===== src/rtl/vga_timing_if.sv =====
// vga_timing_if
//   Raster timing bundle produced by vga_timing and consumed by the overlay
//   stage and the sync path to the connector. All signals are registered in
//   the producer and aligned to the same pixel.
//
//   hcount_out     : horizontal pixel index (11 bits)
//   vcount_out     : vertical line index (10 bits)
//   hblnk_out      : horizontal blanking
//   vblnk_out      : vertical blanking
//   hsync_out      : horizontal sync, positive polarity
//   vsync_out      : vertical sync, positive polarity
//   frame_tick_out : one-clock pulse on the (last,last)->(0,0) wrap; present
//                    only when VGA_FRAME_TICK_EN is defined
//
//   Modports: master = timing generator side, slave = consumer side.
interface vga_timing_if;
  logic [10:0] hcount_out;
  logic [9:0]  vcount_out;
  logic        hblnk_out;
  logic        vblnk_out;
  logic        hsync_out;
  logic        vsync_out;
`ifdef VGA_FRAME_TICK_EN
  logic        frame_tick_out;

  modport master (
    output hcount_out, vcount_out, hblnk_out, vblnk_out,
           hsync_out, vsync_out, frame_tick_out
  );
  modport slave (
    input  hcount_out, vcount_out, hblnk_out, vblnk_out,
           hsync_out, vsync_out, frame_tick_out
  );
`else
  modport master (
    output hcount_out, vcount_out, hblnk_out, vblnk_out,
           hsync_out, vsync_out
  );
  modport slave (
    input  hcount_out, vcount_out, hblnk_out, vblnk_out,
           hsync_out, vsync_out
  );
`endif
endinterface : vga_timing_if


===== src/rtl/vga_timing.sv =====
// vga_timing
//   Free-running VGA raster timing generator (defaults: 800x600@60, 40 MHz
//   pixel rate). Produces pixel/line counters plus blanking and sync flags.
//   The flags are decoded from the next-state counter values, so counts and
//   flags for a given pixel leave this block on the same clock edge.
//
//   Ports:
//     clk    : pixel clock, rising-edge active
//     rst    : asynchronous reset, active low (0 = reset)
//     pix_en : advance enable; every register holds when it is 0
//     vga    : vga_timing_if.master carrying counts, blanks, syncs
//
//   Optional feature macro: VGA_FRAME_TICK_EN adds a registered
//   frame_tick_out pulse on the raster wrap from the last pixel of the last
//   line back to (0,0).
//
//   H_ACTIVE+H_FP+H_SYNC+H_BP must not exceed 2048 and the vertical sum must
//   not exceed 1024, since compares are done at the 11/10-bit counter widths.
module vga_timing #(
  parameter int H_ACTIVE = 800,
  parameter int H_FP     = 40,
  parameter int H_SYNC   = 128,
  parameter int H_BP     = 88,
  parameter int V_ACTIVE = 600,
  parameter int V_FP     = 1,
  parameter int V_SYNC   = 4,
  parameter int V_BP     = 23
) (
  input  logic         clk,
  input  logic         rst,
  input  logic         pix_en,
  vga_timing_if.master vga
);

  localparam int H_TOTAL = H_ACTIVE + H_FP + H_SYNC + H_BP;
  localparam int V_TOTAL = V_ACTIVE + V_FP + V_SYNC + V_BP;

  localparam logic [10:0] H_LAST       = 11'(H_TOTAL - 1);
  localparam logic [10:0] H_BLNK_START = 11'(H_ACTIVE);
  localparam logic [10:0] H_SYNC_START = 11'(H_ACTIVE + H_FP);
  localparam logic [10:0] H_SYNC_END   = 11'(H_ACTIVE + H_FP + H_SYNC);

  localparam logic [9:0]  V_LAST       = 10'(V_TOTAL - 1);
  localparam logic [9:0]  V_BLNK_START = 10'(V_ACTIVE);
  localparam logic [9:0]  V_SYNC_START = 10'(V_ACTIVE + V_FP);
  localparam logic [9:0]  V_SYNC_END   = 10'(V_ACTIVE + V_FP + V_SYNC);

  logic [10:0] h_q, h_d;
  logic [9:0]  v_q, v_d;
  logic        hblnk_q, hblnk_d;
  logic        vblnk_q, vblnk_d;
  logic        hsync_q, hsync_d;
  logic        vsync_q, vsync_d;
  logic        h_wrap;

  assign h_wrap = (h_q == H_LAST);

  always_comb begin
    // NOTE: every variable gets a hold default first so no path leaves one
    // unassigned; that is what keeps this block free of inferred latches.
    h_d     = h_q;
    v_d     = v_q;
    hblnk_d = hblnk_q;
    vblnk_d = vblnk_q;
    hsync_d = hsync_q;
    vsync_d = vsync_q;

    if (pix_en) begin
      if (h_wrap) begin
        h_d = '0;
        v_d = (v_q == V_LAST) ? '0 : v_q + 10'd1;
      end else begin
        h_d = h_q + 11'd1;
      end

      // Decode from the next-state counts so flags and counts register
      // together on the same edge.
      hblnk_d = (h_d >= H_BLNK_START);
      hsync_d = (h_d >= H_SYNC_START) && (h_d < H_SYNC_END);
      vblnk_d = (v_d >= V_BLNK_START);
      vsync_d = (v_d >= V_SYNC_START) && (v_d < V_SYNC_END);
    end
  end

  always_ff @(posedge clk or negedge rst) begin
    if (!rst) begin
      h_q     <= '0;
      v_q     <= '0;
      hblnk_q <= 1'b0;
      vblnk_q <= 1'b0;
      hsync_q <= 1'b0;
      vsync_q <= 1'b0;
    end else begin
      // NOTE: non-blocking assignments so every flop samples the values that
      // existed before this edge, independent of statement order.
      h_q     <= h_d;
      v_q     <= v_d;
      hblnk_q <= hblnk_d;
      vblnk_q <= vblnk_d;
      hsync_q <= hsync_d;
      vsync_q <= vsync_d;
    end
  end

  assign vga.hcount_out = h_q;
  assign vga.vcount_out = v_q;
  assign vga.hblnk_out  = hblnk_q;
  assign vga.vblnk_out  = vblnk_q;
  assign vga.hsync_out  = hsync_q;
  assign vga.vsync_out  = vsync_q;

`ifdef VGA_FRAME_TICK_EN
  logic frame_tick_q, frame_tick_d;

  // High only for the edge that wraps the whole raster; any other cycle,
  // enabled or not, clears it.
  assign frame_tick_d = pix_en && h_wrap && (v_q == V_LAST);

  always_ff @(posedge clk or negedge rst) begin
    if (!rst) frame_tick_q <= 1'b0;
    else      frame_tick_q <= frame_tick_d;
  end

  assign vga.frame_tick_out = frame_tick_q;
`endif

endmodule : vga_timing


===== src/flat_wrapper.sv =====
// flat-port wrapper written by rule: the top's interface ports become plain ports
module vga_timing_flat 
#(
  parameter int H_ACTIVE = 800,
  parameter int H_FP     = 40,
  parameter int H_SYNC   = 128,
  parameter int H_BP     = 88,
  parameter int V_ACTIVE = 600,
  parameter int V_FP     = 1,
  parameter int V_SYNC   = 4,
  parameter int V_BP     = 23
)
  (clk, rst, pix_en, vga_hcount_out, vga_vcount_out, vga_hblnk_out, vga_vblnk_out, vga_hsync_out, vga_vsync_out);
  vga_timing_if vga_i ();
  input  logic clk;
  input  logic rst;
  input  logic pix_en;
  output wire logic [$bits(vga_i.hcount_out)-1:0] vga_hcount_out;
  output wire logic [$bits(vga_i.vcount_out)-1:0] vga_vcount_out;
  output wire logic [$bits(vga_i.hblnk_out)-1:0] vga_hblnk_out;
  output wire logic [$bits(vga_i.vblnk_out)-1:0] vga_vblnk_out;
  output wire logic [$bits(vga_i.hsync_out)-1:0] vga_hsync_out;
  output wire logic [$bits(vga_i.vsync_out)-1:0] vga_vsync_out;
  assign vga_hcount_out = vga_i.hcount_out;
  assign vga_vcount_out = vga_i.vcount_out;
  assign vga_hblnk_out = vga_i.hblnk_out;
  assign vga_vblnk_out = vga_i.vblnk_out;
  assign vga_hsync_out = vga_i.hsync_out;
  assign vga_vsync_out = vga_i.vsync_out;
  vga_timing #(.H_ACTIVE(H_ACTIVE), .H_FP(H_FP), .H_SYNC(H_SYNC), .H_BP(H_BP), .V_ACTIVE(V_ACTIVE), .V_FP(V_FP), .V_SYNC(V_SYNC), .V_BP(V_BP)) u_core (.clk(clk), .rst(rst), .pix_en(pix_en), .vga(vga_i));
endmodule

===== config.mk =====
export PLATFORM = sky130hd
export DESIGN_NAME = vga_timing_flat
export DESIGN_NICKNAME = d
export VERILOG_FILES = /design/src/rtl/vga_timing_if.sv /design/src/rtl/vga_timing.sv /design/src/flat_wrapper.sv
export SDC_FILE = /design/constraint.sdc
export NUM_CORES = 1
export LEC_CHECK = 0
export CORE_ASPECT_RATIO = 0.9
export CORE_MARGIN = 1
export CORE_UTILIZATION = 53
export DETAILED_ROUTE_END_ITERATION = 10
export GPL_TIMING_DRIVEN = 0
export PLACE_DENSITY = 0.92
export SYNTH_ARGS = -nofsm -noshare
export SYNTH_HDL_FRONTEND = slang
export SYNTH_SLANG_ARGS = --single-unit

===== constraint.sdc =====
create_clock -name clk -period 2.73 [get_ports clk]
set_clock_uncertainty 0.05 [all_clocks]
set_input_delay 0.546 -clock clk [delete_from_list [all_inputs] [get_ports clk]]
set_output_delay 0.546 -clock clk [all_outputs]
set_load 0.1 [all_outputs]

==> flow_summary.json <==
{
  "die_y_um": 55.5,
  "clockRootBuffer": "clkbuf_4",
  "relSlewSlack_pct": 25.3,
  "port_buffers": 27,
  "die_x_um": 61.5,
  "regToRegStartpoint": "u_core.vga.hcount_out[0]$_DFFE_PN0P_",
  "critPathSlowestCell": "clkdlybuf4s50_1",
  "grt_overflow_total": 0,
  "die_area_um2": 3410,
  "gp_congestion": 0.905,
  "fin_crit_ns": 2.62,
  "finalInstanceArea_um2": 2040,
  "htree_levels": 1,
  "critPathMaxStageDelay_ns": 1.18,
  "swShare_pct": 54.1,
  "finalNetCount": 236,
  "hold_path.class": "flip-flop to flip-flop",
  "crit_cells": 1,
  "ys_async_sr_fraction_pct": 100,
  "seq_power_share_pct": 34.1,
  "synth_top_area_share_pct": 37.1,
  "cts_made_buffers": 3,
  "n_antenna_cell": 0,
  "irDropWorstVdd_v": 0.000625,
  "first_iter_violations": 98,
  "switching_power_uw": 839,
  "ant_nets": 0,
  "vias": 1709,
  "drv_slew": 0,
  "regToRegEndpoint": "u_core.vga.hsync_out$_DFFE_PN0P_",
  "grt_pass1_wl_um": 7170,
  "synth_warnings": 0,
  "finalSetupViolations": 0,
  "synth_top_cell_by_area": "dfrtp_1",
  "crit_path_end_kind": "primary output",
  "drv_cap": 0,
  "synth_flop_cell": "dfrtp_1",
  "post-route-util_pct": 67.0,
  "cts_buffer_depth": 2,
  "critical_path.startpoint": "u_core.vga.hcount_out[8]$_DFFE_PN0P_",
  "ys_top_cells_by_area": "dfrtp_1 37%, nand2_1 6.2%, nand3_1 4.2%",
  "worstPathRequired_ns": 2.13,
  "viasPerCell": 6.28,
  "avgSynthCellArea_um2": 8.48,
  "tns_ns": 0,
  "hold_violations": 0,
  "cts_setup_buffers": 0,
  "wl_um": 4050,
  "placed_cell_area_um2": 2010,
  "netlist_instances": 199,
  "rrSetupSlack_ns": 0.43,
  "fin_crit_sh_pct": 96.0,
  "cp-start-kind": "flip-flop",
  "crit_family": "buffers and inverters",
  "p_total_mw": 1.55,
  "worstSetupEndpoint": "vga_hcount_out[8]",
  "r2r_cells": 8,
  "crit_buf_inv": 1,
  "synth_area_um2": 1690,
  "wl_per_cell_um": 14.9,
  "first_global_vias": 1559,
  "syn_nets": 204,
  "p_leak_nw": 0.828,
  "pre_cts_slack_ns": 0.406,
  "first_pass_iters": 5,
  "grt.total_usage_pct": 27.4,
  "initial_core_util_pct": 55.4,
  "outcome": "finished clean",
  "ys_seq_area_share_pct": 37.1,
  "ys_types": 48,
  "core_area_um2": 3040,
  "dp.cells": 268,
  "fin_ws_ns": 0.108,
  "p_int_uw": 712,
  "pwr-share-clk_pct": 10.9,
  "worst_ep_arrival_time_ns": 2.03,
  "drc_errors": 0,
  "clk_latency_ns": 0.32,
  "fmax_ghz": 0.381,
  "clock-sinks": 25,
  "combPwrFrac_pct": 55.0,
  "layout.cells.non_filler": 272,
  "synth_edf_count": 0,
  "postCtsHoldBufs": 0,
  "worst_slew_pin_slew_ns": 1.12,
  "crit_chain": "clkdlybuf4s50_1",
  "synth_seq_cells": 25,
  "drive_gt1_share_pct": 10.4,
  "crit_type": "flip-flop to primary output",
  "dp_hpwl_um": 2900,
  "holdWs_ns": 0.457,
  "area_delta_synth_final_pct": 20.8,
  "fillers": 252,
  "rsz0062_at_grt": "no",
  "grt_max_degree": 26,
  "clkTransAtPathRegs_ns": 0.14,
  "crit_fanout": 9,
  "antenna_found_initial": 0,
  "io_pins": 28,
  "floorplan.rows": 19,
  "cts_resized": 0,
  "cts_tree": "yes",
  "cellPowerDensity_nw_per_um2": 761
}
==> worst min-delay path by stage <==
stage	startpoint	end	slack, ns	cells after the start
6_report	u_core.vga.vsync_out$_DFFE_PN0P_	u_core.vga.vsync_out$_DFFE_PN0P_	0.46	1
5_1_grt	u_core.vga.vsync_out$_DFFE_PN0P_	u_core.vga.vsync_out$_DFFE_PN0P_	0.50	1
4_1_cts	u_core.vga.vsync_out$_DFFE_PN0P_	u_core.vga.vsync_out$_DFFE_PN0P_	0.46	1
3_5_place_dp	u_core.vga.vsync_out$_DFFE_PN0P_	u_core.vga.vsync_out$_DFFE_PN0P_	0.43	1
3_3_place_gp	u_core.vga.vsync_out$_DFFE_PN0P_	u_core.vga.vsync_out$_DFFE_PN0P_	0.43	1
2_1_floorplan	rst	u_core.vga.hblnk_out$_DFFE_PN0P_	0.20	0
==> worst reg2reg max path, stage by stage, from the launching register on <==
cell and delay [ns]:
dfrtp_1 0.45, ha_1 0.30, and4_1 0.24, buf_2 0.19, a21oi_1 0.22, o21ai_1 0.08
o211ai_1 0.18, mux2_1 0.35, o2bb2ai_1 0.17
==> layout make-up <==
cell class | count | area (um2) | share of cell area, %
Multi-Input combinational cell | 156 | 961 | 47.1
Sequential cell | 25 | 628 | 30.8
Clock buffer | 4 | 26.3 | 1.29
Inverter | 3 | 11.3 | 0.552
Timing Repair Buffer | 27 | 270 | 13.3
Tap cell | 42 | 52.6 | 2.58
Buffer | 15 | 88.8 | 4.36
==> logic make-up (layout without fill, tap and decap cells) <==
| logic type | Yosys count | count (layout) | share of synthesized area (%) |
|---|---|---|---|
| simple gates | 95 | 95 | 30.0 |
| compound gates | 48 | 48 | 19.4 |
| flops | 25 | 25 | 37.1 |
| buf+inv | 18 | 49 | 5.93 |
| xor+xnor | 8 | 8 | 4.15 |
| mux | 3 | 3 | 1.93 |
| fa+ha+maj | 2 | 2 | 1.48 |
==> state kept, by name, indices dropped and copies added, names as in the netlist <==
name and count:
u_core.vga.hsync_out 1, u_core.vga.vsync_out 1, u_core.vga.vblnk_out 1, u_core.vga.hblnk_out 1, u_core.vga.vcount_out 10, u_core.vga.hcount_out 11
==> layer usage <==
metal | routed length [um] | vias up | part of all wire, % | global-route usage [%]
met5 | 0 | - | 0 | 0
met4 | 70 | 0 | 1.7 | 10.2
met3 | 254 | 7 | 6.3 | 2.58
met2 | 1830 | 85 | 45 | 39.9
met1 | 1900 | 812 | 47 | 42.0
li1 | - | 805 | - | -
==> placed cells by master (no fill, tap or decap), types with 3 or more instances in the layout <==
cell / n
nand2_1: 28
clkdlybuf4s50_1: 27
dfrtp_1: 23
nor2_1: 14
nand3_1: 14
nand4_1: 10
o21ai_0: 10
buf_2: 8
a31oi_1: 7
a21oi_1: 7
nor3_1: 6
clkbuf_1: 5
xnor2_1: 5
and3_1: 4
and4_1: 3
buf_6: 3
a21o_1: 3
xor2_1: 3
inv_1: 3
o211ai_1: 3
o2bb2ai_1: 3
clkbuf_4: 3
==> Yosys cell counts (3+ instances only) <==
library cell,instances
nor3_1,6
a21o_1,3
a21oi_1,7
o2bb2ai_1,3
and3_1,4
dfrtp_1,25
nand3_1,14
buf_2,8
o21ai_0,10
and4_1,3
clkbuf_1,4
nor2_1,14
nand2_1,28
a31oi_1,7
inv_1,3
xor2_1,3
buf_6,3
o211ai_1,3
xnor2_1,5
nand4_1,10
==> power groups by stage <==
stage | Clock [mW] | Combinational (mW) | Sequential (mW)
final | 0.169 | 0.853 | 0.529
after global routing | 0.190 | 0.897 | 0.543
after CTS | 0.174 | 0.852 | 0.528
after detailed placement | 0 | 0.851 | 0.535
after global placement | 0 | 0.834 | 0.530
after floorplan | 0 | 0.212 | 0.970
Power figures use the tool's default switching activity.
